## config.mk

```make
export PLATFORM = sky130hd
export DESIGN_NAME = gcd_apb_csr_multi
export DESIGN_NICKNAME = d
export VERILOG_FILES = /design/src/rtl/gcd_csr_pkg.sv /design/src/rtl/gcd_csr_channel.sv /design/src/rtl/gcd_apb_csr_multi.sv
export SDC_FILE = /design/constraint.sdc
export NUM_CORES = 1
export LEC_CHECK = 0
export ABC_AREA = 0
export CAP_MARGIN = 20
export CORE_AREA = 3 3 284 286
export CTS_BUF_LIST = sky130_fd_sc_hd__clkbuf_16
export DETAILED_ROUTE_END_ITERATION = 10
export DIE_AREA = 0 0 287 289
export PLACE_DENSITY = 0.47
export SLEW_MARGIN = 10
export SYNTH_ARGS = -nofsm -noshare
export SYNTH_HDL_FRONTEND = slang
export SYNTH_SLANG_ARGS = --single-unit
```

## constraint.sdc

```tcl
create_clock -name CLK -period 7.35 [get_ports CLK]
set_input_delay 1.47 -clock CLK [delete_from_list [all_inputs] [get_ports CLK]]
set_output_delay 1.47 -clock CLK [all_outputs]
set_load 0.005 [all_outputs]
```

## src/rtl/gcd_csr_pkg.sv

```systemverilog
// gcd_csr_pkg
// Shared constants for the multi-channel GCD APB control/status block:
// global register offsets, per-channel window layout (base, stride and
// offsets inside a window), CTRL field positions and the default ID word.
package gcd_csr_pkg;

    // Global register byte offsets
    localparam logic [11:0] ADDR_ID         = 12'h000;
    localparam logic [11:0] ADDR_IRQ_EN     = 12'h004;
    localparam logic [11:0] ADDR_IRQ_STATUS = 12'h008;
    localparam logic [11:0] ADDR_RUN_STATUS = 12'h00C;
    localparam logic [11:0] ADDR_DONE_COUNT = 12'h010;

    // Channel windows: channel c lives at CH_BASE + c*CH_STRIDE
    localparam logic [11:0] CH_BASE   = 12'h100;
    localparam logic [11:0] CH_STRIDE = 12'h040;
    localparam int          CH_SHIFT  = 6;        // log2(CH_STRIDE)

    // Offsets inside a channel window
    localparam logic [5:0] CH_OFF_CTRL = 6'h00;
    localparam logic [5:0] CH_OFF_CAP  = 6'h04;
    localparam logic [5:0] CH_OFF_DBG  = 6'h08;   // debug word w at +0x08 + 4w

    // CTRL register bit positions
    localparam int CTRL_START_BIT  = 0;
    localparam int CTRL_OPCODE_LSB = 1;
    localparam int CTRL_OPCODE_W   = 12;
    localparam int CTRL_DEBUG_BIT  = 13;
    localparam int CTRL_CONST_BIT  = 14;
    localparam int CTRL_W          = 15;

    localparam logic [31:0] DEFAULT_ID = 32'h5A5A_0002;

endpackage

```

## src/rtl/gcd_csr_channel.sv

```systemverilog
// gcd_csr_channel
// Per-channel state of the GCD control block: CTRL fields, one-cycle START
// pulse, RUN flag, this channel's IRQ_STATUS bit and the done-time capture
// of the cycle counter.
//
// Ports:
//   clk_i, rst_i        clock, asynchronous active-high reset
//   ctrl_wr_i           decoded APB write to this channel's CTRL
//   wdata_i             low CTRL_W bits of PWDATA
//   irq_clr_i           W1C clear request for this channel's status bit
//   done_pulse_i        completion pulse from the GCD core
//   cycle_count_i       live cycle count of the GCD core
//   constant_time_o, debug_mode_o, opcode_o, start_pulse_o   core controls
//   run_o               channel busy
//   irq_status_o        sticky completion flag
//   cap_count_o         cycle count captured at the accepted done
//   accepted_done_o     done_pulse_i qualified by RUN
//   lock_err_o          CTRL write attempted while running (write dropped)
module gcd_csr_channel
    import gcd_csr_pkg::*;
#(
    parameter int CNT_W = 12
) (
    input  logic                     clk_i,
    input  logic                     rst_i,
    input  logic                     ctrl_wr_i,
    input  logic [CTRL_W-1:0]        wdata_i,
    input  logic                     irq_clr_i,
    input  logic                     done_pulse_i,
    input  logic [CNT_W-1:0]         cycle_count_i,
    output logic                     constant_time_o,
    output logic                     debug_mode_o,
    output logic [CTRL_OPCODE_W-1:0] opcode_o,
    output logic                     start_pulse_o,
    output logic                     run_o,
    output logic                     irq_status_o,
    output logic [CNT_W-1:0]         cap_count_o,
    output logic                     accepted_done_o,
    output logic                     lock_err_o
);

    logic                     const_q, const_d;
    logic                     debug_q, debug_d;
    logic [CTRL_OPCODE_W-1:0] opcode_q, opcode_d;
    logic                     start_q, start_d;
    logic                     run_q, run_d;
    logic                     irq_q, irq_d;
    logic [CNT_W-1:0]         cap_q, cap_d;
    logic                     ctrl_accept;

    // While running, CTRL is locked: the write is dropped and flagged.
    assign ctrl_accept     = ctrl_wr_i & ~run_q;
    assign lock_err_o      = ctrl_wr_i & run_q;
    assign accepted_done_o = done_pulse_i & run_q;

    always_comb begin
        const_d  = const_q;
        debug_d  = debug_q;
        opcode_d = opcode_q;
        start_d  = 1'b0;
        run_d    = run_q;
        cap_d    = cap_q;

        if (ctrl_accept) begin
            const_d  = wdata_i[CTRL_CONST_BIT];
            debug_d  = wdata_i[CTRL_DEBUG_BIT];
            opcode_d = wdata_i[CTRL_OPCODE_LSB +: CTRL_OPCODE_W];
            start_d  = wdata_i[CTRL_START_BIT];
        end

        // Start needs RUN=0 and done needs RUN=1, so the two never collide.
        if (accepted_done_o) begin
            run_d = 1'b0;
            cap_d = cycle_count_i;
        end else if (start_d) begin
            run_d = 1'b1;
        end

        // A set arriving with a clear in the same cycle wins.
        irq_d = (irq_q & ~irq_clr_i) | accepted_done_o;
    end

    always_ff @(posedge clk_i or posedge rst_i) begin
        if (rst_i) begin
            const_q  <= 1'b0;
            debug_q  <= 1'b0;
            opcode_q <= '0;
            start_q  <= 1'b0;
            run_q    <= 1'b0;
            irq_q    <= 1'b0;
            cap_q    <= '0;
        end else begin
            const_q  <= const_d;
            debug_q  <= debug_d;
            opcode_q <= opcode_d;
            start_q  <= start_d;
            run_q    <= run_d;
            irq_q    <= irq_d;
            cap_q    <= cap_d;
        end
    end

    assign constant_time_o = const_q;
    assign debug_mode_o    = debug_q;
    assign opcode_o        = opcode_q;
    assign start_pulse_o   = start_q;
    assign run_o           = run_q;
    assign irq_status_o    = irq_q;
    assign cap_count_o     = cap_q;

endmodule

```

## src/rtl/gcd_apb_csr_multi.sv

```systemverilog
// gcd_apb_csr_multi
// APB3 control/status block for NUM_CH independent GCD cores. Holds the
// address decode, read mux, IRQ enable mask, saturating accepted-done
// counter and the registered PRDATA/PSLVERR; per-channel state lives in
// gcd_csr_channel instances.
//
// Ports:
//   CLK, RESET                 clock, asynchronous active-high reset
//   PADDR/PSEL/PENABLE/PWRITE/PWDATA   APB request (PADDR[11:2] decoded)
//   PREADY (tied 1), PSLVERR, PRDATA   APB response, valid in access phase
//   CONSTANT_TIME, DEBUG_MODE, START_PULSE, OPCODE   per-channel controls
//   DONE_PULSE, CYCLE_COUNT, DEBUG_DATA              per-channel status in
//   IRQ                        |(IRQ_STATUS & IRQ_EN)
module gcd_apb_csr_multi
    import gcd_csr_pkg::*;
#(
    parameter int          NUM_CH    = 4,
    parameter int          CNT_W     = 12,
    parameter int          DBG_WORDS = 4,
    parameter logic [31:0] ID_VALUE  = DEFAULT_ID
) (
    input  logic                          CLK,
    input  logic                          RESET,
    input  logic [31:0]                   PADDR,
    input  logic                          PSEL,
    input  logic                          PENABLE,
    input  logic                          PWRITE,
    input  logic [31:0]                   PWDATA,
    output logic                          PREADY,
    output logic                          PSLVERR,
    output logic [31:0]                   PRDATA,
    output logic [NUM_CH-1:0]             CONSTANT_TIME,
    output logic [NUM_CH-1:0]             DEBUG_MODE,
    output logic [NUM_CH-1:0]             START_PULSE,
    output logic [NUM_CH*12-1:0]          OPCODE,
    input  logic [NUM_CH-1:0]             DONE_PULSE,
    input  logic [NUM_CH*CNT_W-1:0]       CYCLE_COUNT,
    input  logic [NUM_CH*DBG_WORDS*32-1:0] DEBUG_DATA,
    output logic                          IRQ
);

    logic              setup, wr_en, rd_en;
    logic [11:0]       addr_b, rel;
    logic              ch_space;
    logic [5:0]        ch_idx, ch_off, dbg_rel;
    logic [3:0]        dword;
    logic              ch_valid, dbg_hit;

    logic              dec_err;
    logic [31:0]       rd_val;
    logic              sel_irq_en, sel_irq_st, sel_dcnt;
    logic [NUM_CH-1:0] ctrl_sel, ctrl_wr, irq_clr;

    logic [NUM_CH-1:0]       run, irq_status, accepted, lock_err;
    logic [NUM_CH*CNT_W-1:0] cap_flat;

    logic [NUM_CH-1:0] irq_en_q, irq_en_d;
    logic [31:0]       dcnt_q, dcnt_d;
    logic [31:0]       prdata_q, prdata_d;
    logic              pslverr_q, pslverr_d;
    logic [3:0]        pop;
    logic [31:0]       dcnt_base;
    logic [32:0]       dcnt_sum;

    logic              unused_ok;
    assign unused_ok = ^{PADDR[31:12], PADDR[1:0], PWDATA[31:CTRL_W]};

    assign setup = PSEL & ~PENABLE;
    assign wr_en = setup & PWRITE;
    assign rd_en = setup & ~PWRITE;

    // Channel window geometry
    assign addr_b   = {PADDR[11:2], 2'b00};
    assign ch_space = (addr_b >= CH_BASE);
    assign rel      = addr_b - CH_BASE;
    assign ch_idx   = rel[11:CH_SHIFT];
    assign ch_off   = rel[CH_SHIFT-1:0];
    assign ch_valid = ch_space && (ch_idx < 6'(NUM_CH));
    assign dbg_rel  = ch_off - CH_OFF_DBG;
    assign dword    = dbg_rel[5:2];
    assign dbg_hit  = (ch_off >= CH_OFF_DBG) && (dword < 4'(DBG_WORDS));

    // Decode + read mux. dec_err covers unmapped and RO-write cases; the
    // locked-CTRL case comes back from the channels as lock_err.
    always_comb begin
        dec_err    = 1'b0;
        rd_val     = '0;
        sel_irq_en = 1'b0;
        sel_irq_st = 1'b0;
        sel_dcnt   = 1'b0;
        ctrl_sel   = '0;

        if (!ch_space) begin
            case (addr_b)
                ADDR_ID: begin
                    rd_val  = ID_VALUE;
                    dec_err = PWRITE;
                end
                ADDR_IRQ_EN: begin
                    rd_val     = 32'(irq_en_q);
                    sel_irq_en = 1'b1;
                end
                ADDR_IRQ_STATUS: begin
                    rd_val     = 32'(irq_status);
                    sel_irq_st = 1'b1;
                end
                ADDR_RUN_STATUS: begin
                    rd_val  = 32'(run);
                    dec_err = PWRITE;
                end
                ADDR_DONE_COUNT: begin
                    rd_val   = dcnt_q;
                    sel_dcnt = 1'b1;
                end
                default: dec_err = 1'b1;
            endcase
        end else if (!ch_valid) begin
            dec_err = 1'b1;
        end else begin
            for (int c = 0; c < NUM_CH; c++) begin
                if (ch_idx == 6'(c)) begin
                    if (ch_off == CH_OFF_CTRL) begin
                        rd_val      = {17'd0, CONSTANT_TIME[c], DEBUG_MODE[c],
                                       OPCODE[12*c +: 12], 1'b0};
                        ctrl_sel[c] = 1'b1;
                    end else if (ch_off == CH_OFF_CAP) begin
                        rd_val[CNT_W-1:0] = cap_flat[c*CNT_W +: CNT_W];
                        dec_err           = PWRITE;
                    end else if (dbg_hit) begin
                        for (int w = 0; w < DBG_WORDS; w++) begin
                            if (dword == 4'(w))
                                rd_val = DEBUG_DATA[(c*DBG_WORDS + w)*32 +: 32];
                        end
                        dec_err = PWRITE;
                    end else begin
                        dec_err = 1'b1;
                    end
                end
            end
        end

        // Unmapped reads return zero.
        if (dec_err)
            rd_val = '0;
    end

    assign ctrl_wr = ctrl_sel & {NUM_CH{wr_en}};
    assign irq_clr = (wr_en && sel_irq_st) ? PWDATA[NUM_CH-1:0] : '0;

    genvar gi;
    generate
        for (gi = 0; gi < NUM_CH; gi++) begin : g_ch
            gcd_csr_channel #(
                .CNT_W(CNT_W)
            ) u_ch (
                .clk_i           (CLK),
                .rst_i           (RESET),
                .ctrl_wr_i       (ctrl_wr[gi]),
                .wdata_i         (PWDATA[CTRL_W-1:0]),
                .irq_clr_i       (irq_clr[gi]),
                .done_pulse_i    (DONE_PULSE[gi]),
                .cycle_count_i   (CYCLE_COUNT[gi*CNT_W +: CNT_W]),
                .constant_time_o (CONSTANT_TIME[gi]),
                .debug_mode_o    (DEBUG_MODE[gi]),
                .opcode_o        (OPCODE[12*gi +: 12]),
                .start_pulse_o   (START_PULSE[gi]),
                .run_o           (run[gi]),
                .irq_status_o    (irq_status[gi]),
                .cap_count_o     (cap_flat[gi*CNT_W +: CNT_W]),
                .accepted_done_o (accepted[gi]),
                .lock_err_o      (lock_err[gi])
            );
        end
    endgenerate

    // Accepted-done counter; a clear in the same cycle keeps this cycle's
    // increments, and the sum saturates instead of wrapping.
    always_comb begin
        pop = '0;
        for (int c = 0; c < NUM_CH; c++)
            pop = pop + 4'(accepted[c]);
        dcnt_base = (wr_en && sel_dcnt) ? 32'd0 : dcnt_q;
        dcnt_sum  = {1'b0, dcnt_base} + 33'(pop);
        dcnt_d    = dcnt_sum[32] ? 32'hFFFF_FFFF : dcnt_sum[31:0];
    end

    always_comb begin
        irq_en_d  = (wr_en && sel_irq_en) ? PWDATA[NUM_CH-1:0] : irq_en_q;
        prdata_d  = rd_en ? rd_val : prdata_q;
        pslverr_d = setup & (dec_err | (|lock_err));
    end

    always_ff @(posedge CLK or posedge RESET) begin
        if (RESET) begin
            irq_en_q  <= '0;
            dcnt_q    <= '0;
            prdata_q  <= '0;
            pslverr_q <= 1'b0;
        end else begin
            irq_en_q  <= irq_en_d;
            dcnt_q    <= dcnt_d;
            prdata_q  <= prdata_d;
            pslverr_q <= pslverr_d;
        end
    end

    assign PREADY  = 1'b1;
    assign PRDATA  = prdata_q;
    assign PSLVERR = pslverr_q;
    assign IRQ     = |(irq_status & irq_en_q);

endmodule

```

# Word-level counts from Yosys, hierarchy flattened
# Index checks and enable logic that the tools add are counted.
[totals]
reg_bits = 185
inputBits = 633
output_inout_bits = 95
word_cells = 197
[op_classes]
n_addsub = 6
n_lt_le_gt_ge = 4
n_eq_ne = 11
mux = 90
bitwise = 37
n_reduce_logical = 17
[ops]
columns = ["cell", "count"]
rows = [
  ["two-way mux 32 bit", 42],
  ["case mux 32 bit (5 select lines)", 1],
  ["two-way mux 20 bit", 4],
  ["two-way mux 12 bit", 4],
  ["two-way mux 1 bit", 35],
  ["adder 32 x 4 -> 33 bit", 1],
  ["AND 1 bit", 20],
  ["equality test 10 x 2 -> 1 bit, second input constant", 2],
  ["equality test 6 x 2 -> 1 bit, second input constant", 2],
  ["greater-or-equal comparator 12 x 9 -> 1 bit, second input constant", 1],
  ["zero test 12 bit", 1],
  ["zero test 6 bit", 2],
  ["two-way mux 4 bit", 3],
  ["subtractor 12 x 9 -> 12 bit, second input constant", 1],
  ["equality test 10 x 1 -> 1 bit, second input constant", 1],
  ["equality test 10 x 3 -> 1 bit, second input constant", 1],
  ["NOT 1 bit", 10],
  ["AND 4 bit", 2],
  ["equality test 4 x 2 -> 1 bit, second input constant", 2],
  ["nonzero test 2 bit", 4],
  ["OR reduction 4 bit", 2],
  ["equality test 6 x 1 -> 1 bit, second input constant", 1],
  ["equality test 6 x 3 -> 1 bit, second input constant", 1],
  ["greater-or-equal comparator 6 x 4 -> 1 bit, second input constant", 1],
  ["13 further kinds", 21],
]

# Depth between registers and ports, before layout
[depth]
depth_word = 47
ltp_mapped = 17

# Cells and area by module
# A second synthesis with hierarchy kept.
[hier_totals]
hier_cells = 1483
area_unflattened_um2 = 14157.3
[by_module_without_submodules]
columns = ["module", "n_inst", "cells_per_inst", "area_each_um2", "seq_area_each_um2"]
rows = [
  ["gcd_apb_csr_multi", 1, 1211, 9577.9, 1726.7],
  ["gcd_csr_channel", 4, 68, 1144.8, 725.7],
]

# Least setup slack after synthesis
# Ideal clock, no wire load.
[synth_path]
kind = "input to register"
startpoint = "input port PADDR[11]"
endpoint = "register dcnt_q[1]"
setup_time_ns = 0.065
arrival_time_ns = 5.478
required_time_ns = 7.285
path_slack_ns = 1.807
path_stages = 16
n_path_buf = 4
cell_sequence = "nor4_1 -> nand4_1 -> clkbuf_1 -> and2_1 -> fa_1 -> fa_1 -> inv_1 -> fa_1 -> or4_4 -> buf_6 -> nor3_4 -> and2_2 -> nand3_2 -> buf_6 -> buf_6 -> nand2_1"
[synth_between]
elab_chain_cells = 7
[synth_rtl]
columns = ["element", "line_no", "rtl"]
rows = [
  ["start, declared", "gcd_apb_csr_multi.sv:24", "input logic [31:0] PADDR,"],
  ["parallel branches: the longest is 2 deep, another holds greater-or-equal comparator 12 x 9 -> 1 bit", "-", ""],
  ["two-way mux 1 bit *", "gcd_apb_csr_multi.sv:93", "if (!ch_space) begin"],
  ["logical AND 1 bit *", "gcd_apb_csr_multi.sv:182", "dcnt_base = (wr_en && sel_dcnt) ? 32'd0 : dcnt_q;"],
  ["two-way mux 32 bit *", "gcd_apb_csr_multi.sv:182", ""],
  ["adder 32 x 4 -> 33 bit *", "gcd_apb_csr_multi.sv:183", "dcnt_sum = {1'b0, dcnt_base} + 33'(pop);"],
  ["two-way mux 32 bit *", "gcd_apb_csr_multi.sv:184", "dcnt_d = dcnt_sum[32] ? 32'hFFFF_FFFF : dcnt_sum[31:0];"],
  ["net dcnt_d[1]", "gcd_apb_csr_multi.sv:58", "logic [31:0] dcnt_q, dcnt_d;"],
  ["end signal, assigned", "gcd_apb_csr_multi.sv:201", "dcnt_q <= dcnt_d;"],
  ["end, declared", "gcd_apb_csr_multi.sv:58", ""],
]
# Mark *: on every way through the listed nets, which the timed path passes.
# A chain may end at the register's enable or synchronous reset.

# Worst setup path in the final report
[layout_path]
startpoint = "input port PADDR[7]"
endpoint = "register dcnt_q[4]"
# Same word-level chain as after synthesis.

==> parameters.txt <==
Parameter                              Value

Outcome
  Run status ... completed

STA
  Clk_skew ... 26.6 ps
  Final number of max-transition violations ... 0
  Final worst path period need ... about 6400 ps
  Transition time at the pin with the least slew margin ... approximately 1200 ps
  Unrepaired setup endpoints after global routing ... no
  Count of final setup violators ... 0
  Final worst path period share ... 0.875
  Fmax achieved ... 0.156 GHz
  Hold Vio Cnt, Final ... 0
  Accumulated negative setup slack ... 0 ps
  Max transition margin ... 0.221

Die
  Core ar. ... just under 80,000 um2
  Floorplan row count ... between 100 and 150
  Die W ... approximately 290 um
  Starting Density ... 0.178
  Height of the die ... between 200 and 300 um
  Die area ... just over 80,000 um2
  Top-level I/O count ... 728

Drt
  Total detailed-routing wirelength ... 107,000 um
  Per-cell routed wire length ... about 34 um
  Violation count after the first detailed-route iteration ... 1,579
  DRC violation count after routing ... 0
  Number of nets with antenna violations after routing ... 0
  1st-pass router iterations ... 6
  Vias per cell ... ~5.1
  Vias post-DR ... 16,378

Synthesis
  Synth area leader ... sky130_fd_sc_hd__dfrtp_1
  Post-synth net total ... ~2,100
  Count of yosys warnings during synthesis ... 0
  Gate Count Post-Synth ... approximately 1,500
  Post-synthesis area per instance ... around 9.4 um2
  Top FF cell, synth ... sky130_fd_sc_hd__dfrtp_1
  Sequential-to-total area share from yosys stat ... 0.331
  Synth unique cells ... 82
  Synth top area cells ... sky130_fd_sc_hd__dfrtp_1 33%, sky130_fd_sc_hd__mux2_2 11%, sky130_fd_sc_hd__mux4_2 9.2%
  Count of flip-flops with a built-in enable after synthesis ... 0
  Combined area of all synthesized cells ... approximately 14,000 um2
  Register bit total from synthesis ... 185
  Proportion of synthesized flip-flops having asynchronous set or reset ... 1.00
  Area share of the largest cell type after synthesis ... 0.331

Placement
  Count of input and output buffers ... 687
  Instance area at placement ... between 20,000 and 25,000 um2
  Placed instance count ... around 3,100
  Dpl hpwl ... ~87,000 um
  Final estimated routing congestion in global placement ... approximately 0.9

CTS
  Total clock buffers created by CTS ... 17
  CTS sink cnt ... between 150 and 200
  Root buffer cell ... sky130_fd_sc_hd__clkbuf_16
  Setup Fix Bufs, Post-CTS ... 0
  Number of buffers added to fix hold violations after cts ... 0
  Total of cells resized after clock tree synthesis ... 0
  CTS clock-pin slew for the worst setup and hold paths ... roughly 80 ps
  Insertion delay of the later-clocked pin in the worst-skew pair ... around 500 ps
  Maximum number of buffers from clock root to sink ... 2
  TritonCTS clock tree ... built
  Level count of the clock H-tree ... 4

Min path
  Depth of the worst hold-timing path ... 1
  Hold_sp ... PRDATA[28]
  HP Class ... reg2reg
  Hold worst-path end ... PRDATA[28]

Final layout
  Filler cell count in the final layout ... approximately 8,300
  Area occupied by registers ... approximately 4600 um2
  Multi-input logic area ... about 8700 um2
  Nets ... approximately 2,800
  Area growth syn-to-layout ... 63.4%
  Final std cells w/o fill ... about 3,200
  Share of final-layout standard cells stronger than drive strength 1 ... 0.155
  Final standard cell area without fillers ... 22,800 um2

Power
  Int Power ... around 2 mW
  Net switching power ... about 0.9 mW
  Sw Share ... 0.314
  Clk network pwr share ... 0.361
  Leakage dissipation ... 9.03 nW
  Gate power share ... 0.283
  Fraction of power consumed by sequential logic ... 0.356
  Total power divided by cell area ... ~130 nW/um2
  Worst supply voltage drop on vdd ... 106 uV

Worst setup path
  Type of destination of the critical path ... flop
  Flop2flop setup slack ... ~2700 ps
  R2r startpoint ... g_ch[0].u_ch.run_o
  Endpoint of the worst register-to-register path ... dcnt_q[4]
  Worst reg-to-reg path cell count ... 12
  Worst-path maximum fanout ... 30
  Worst EP required ... roughly 7700 ps
  Critical path class ... in2reg
  Type of origin of the critical path ... primary input
  Arrival time of data at the critical path endpoint ... ~7000 ps

GRT
  Total routing resource utilization after global routing ... 0.248
  Antenna violations before repair ... 27
  Global-route wire length before repair ... approximately 140,000 um
  Number of global-route vias before repair ... approximately 17,000
  GRT overflow ... 0
  Maximum number of pins on one net before global-route repair ... 74

Flow run
  Max-cap viol count ... 0
## synthesized netlist by cell type, drive strengths merged, types with 4 or more instances
master,count
a2111oi,4
a211oi,18
a21o,18
a21oi,89
a221o,11
a221oi,20
a22o,6
a22oi,27
a2bb2oi,11
a311oi,5
a31oi,19
and2,4
and3,19
buf,56
clkbuf,86
dfrtp,185
ha,4
inv,24
mux2,133
mux2i,37
mux4,57
nand2,142
nand2b,8
nand3,38
nand3b,4
nand4,18
nor2,72
nor2b,7
nor3,46
nor4,12
o2111ai,4
o211ai,24
o21a,6
o21ai,100
o221ai,21
o22ai,39
o2bb2ai,5
o311ai,7
o31ai,13
o32ai,4
or3,5
or4,6
xnor2,10
xor2,16
## through the flow
step	hold slack, ps	util	setup slack [ps]	power, mW
2_1_floorplan	471	-	851	1.30
3_3_place_gp	467	0.282	119	1.85
3_5_place_dp	479	0.282	637	1.85
4_1_cts	500	0.290	1160	2.90
5_1_grt	510	0.290	919	2.97
6_report	497	0.291	919	2.87
## how the worst max path moves through the flow
stage,start,slack [ps],to,cells after the start
final,PADDR[7],920,dcnt_q[4],14
after global routing,PADDR[7],920,dcnt_q[26],14
after CTS,PADDR[7],1160,dcnt_q[4],14
after detailed placement,PADDR[7],640,dcnt_q[4],14
after global placement,PADDR[7],120,dcnt_q[4],14
after floorplan,RESET,850,PRDATA[0],1
## registers in the layout (all words and copies together) (netlist names)
signal and count:
g_ch.u_ch.start_pulse_o 4, PSLVERR 1, g_ch.u_ch.debug_mode_o 4, g_ch.u_ch.cap_count_o 48
g_ch.u_ch.run_o 4, PRDATA 32, g_ch.u_ch.irq_status_o 4, irq_en_q 4
g_ch.u_ch.opcode_o 48, dcnt_q 32, g_ch.u_ch.constant_time_o 4
## routing by layer
layer	vias to the layer above	GRT usage	part of all wire
met5	-	0	0.0013
met4	20	0.0552	0.019
met3	116	0.0704	0.085
met2	867	0.402	0.47
met1	8353	0.329	0.43
li1	7022	-	-
## area by class of cell
cell class / instances / share of cell area
Tap cell: 1050 / 0.0575
Sequential cell: 185 / 0.203
Timing Repair Buffer: 759 / 0.325
Antenna cell: 13 / 0.00142
Inverter: 24 / 0.00427
Clock inverter: 15 / 0.00904
Clock buffer: 17 / 0.0186
Multi-Input combinational cell: 1132 / 0.382
## power groups by stage
| stage | clock network [mW] | registers (mW) | logic [mW] |
|---|---|---|---|
| after detailed placement | 0 | 1.04 | 0.812 |
| after global placement | 0 | 1.04 | 0.808 |
| final | 1.04 | 1.02 | 0.812 |
| after floorplan | 0 | 1.04 | 0.259 |
| after CTS | 1.06 | 1.02 | 0.816 |
| after global routing | 1.10 | 1.02 | 0.849 |
## cell usage in the layout (no fill, tap or decap), drive strengths merged, types with 16 or more instances in the layout
cell           Yosys  final
buf               56     74
nand3             38     38
a21o              18     18
clkbuf            86     17
mux2i             37     37
nand2            142    142
o221ai            21     21
a21oi             89     89
clkdlybuf4s50      0    685
a211oi            18     18
mux4              57     57
a22oi             27     27
nor3              46     46
xor2              16     16
nor2              72     72
inv               24     31
o21ai            100    100
o22ai             39     39
dfrtp            185    185
and3              19     19
mux2             133    133
nand4             18     18
a31oi             19     19
o211ai            24     24
a221oi            20     20
## critical path, cell delays in order
cell and delay (ps):
sky130_fd_sc_hd__clkdlybuf4s50_1 400, sky130_fd_sc_hd__buf_4 200, sky130_fd_sc_hd__nor4b_2 890, sky130_fd_sc_hd__nand4_1 230, sky130_fd_sc_hd__and2_1 240, sky130_fd_sc_hd__fa_1 510, sky130_fd_sc_hd__fa_1 200, sky130_fd_sc_hd__inv_1 70
sky130_fd_sc_hd__fa_1 510, sky130_fd_sc_hd__or4_4 630, sky130_fd_sc_hd__nor3_4 370, sky130_fd_sc_hd__and2_2 240, sky130_fd_sc_hd__nand3_2 540, sky130_fd_sc_hd__o211ai_1 310
## cells by family after synthesis
group           synth area share
buf+inv                   0.0524
simple gates               0.138
other cells             0.000268
xor+xnor                  0.0163
mux                        0.225
compound gates             0.229
fa+ha+maj                0.00787
flops                      0.331
Power figures use the tool's default switching activity.
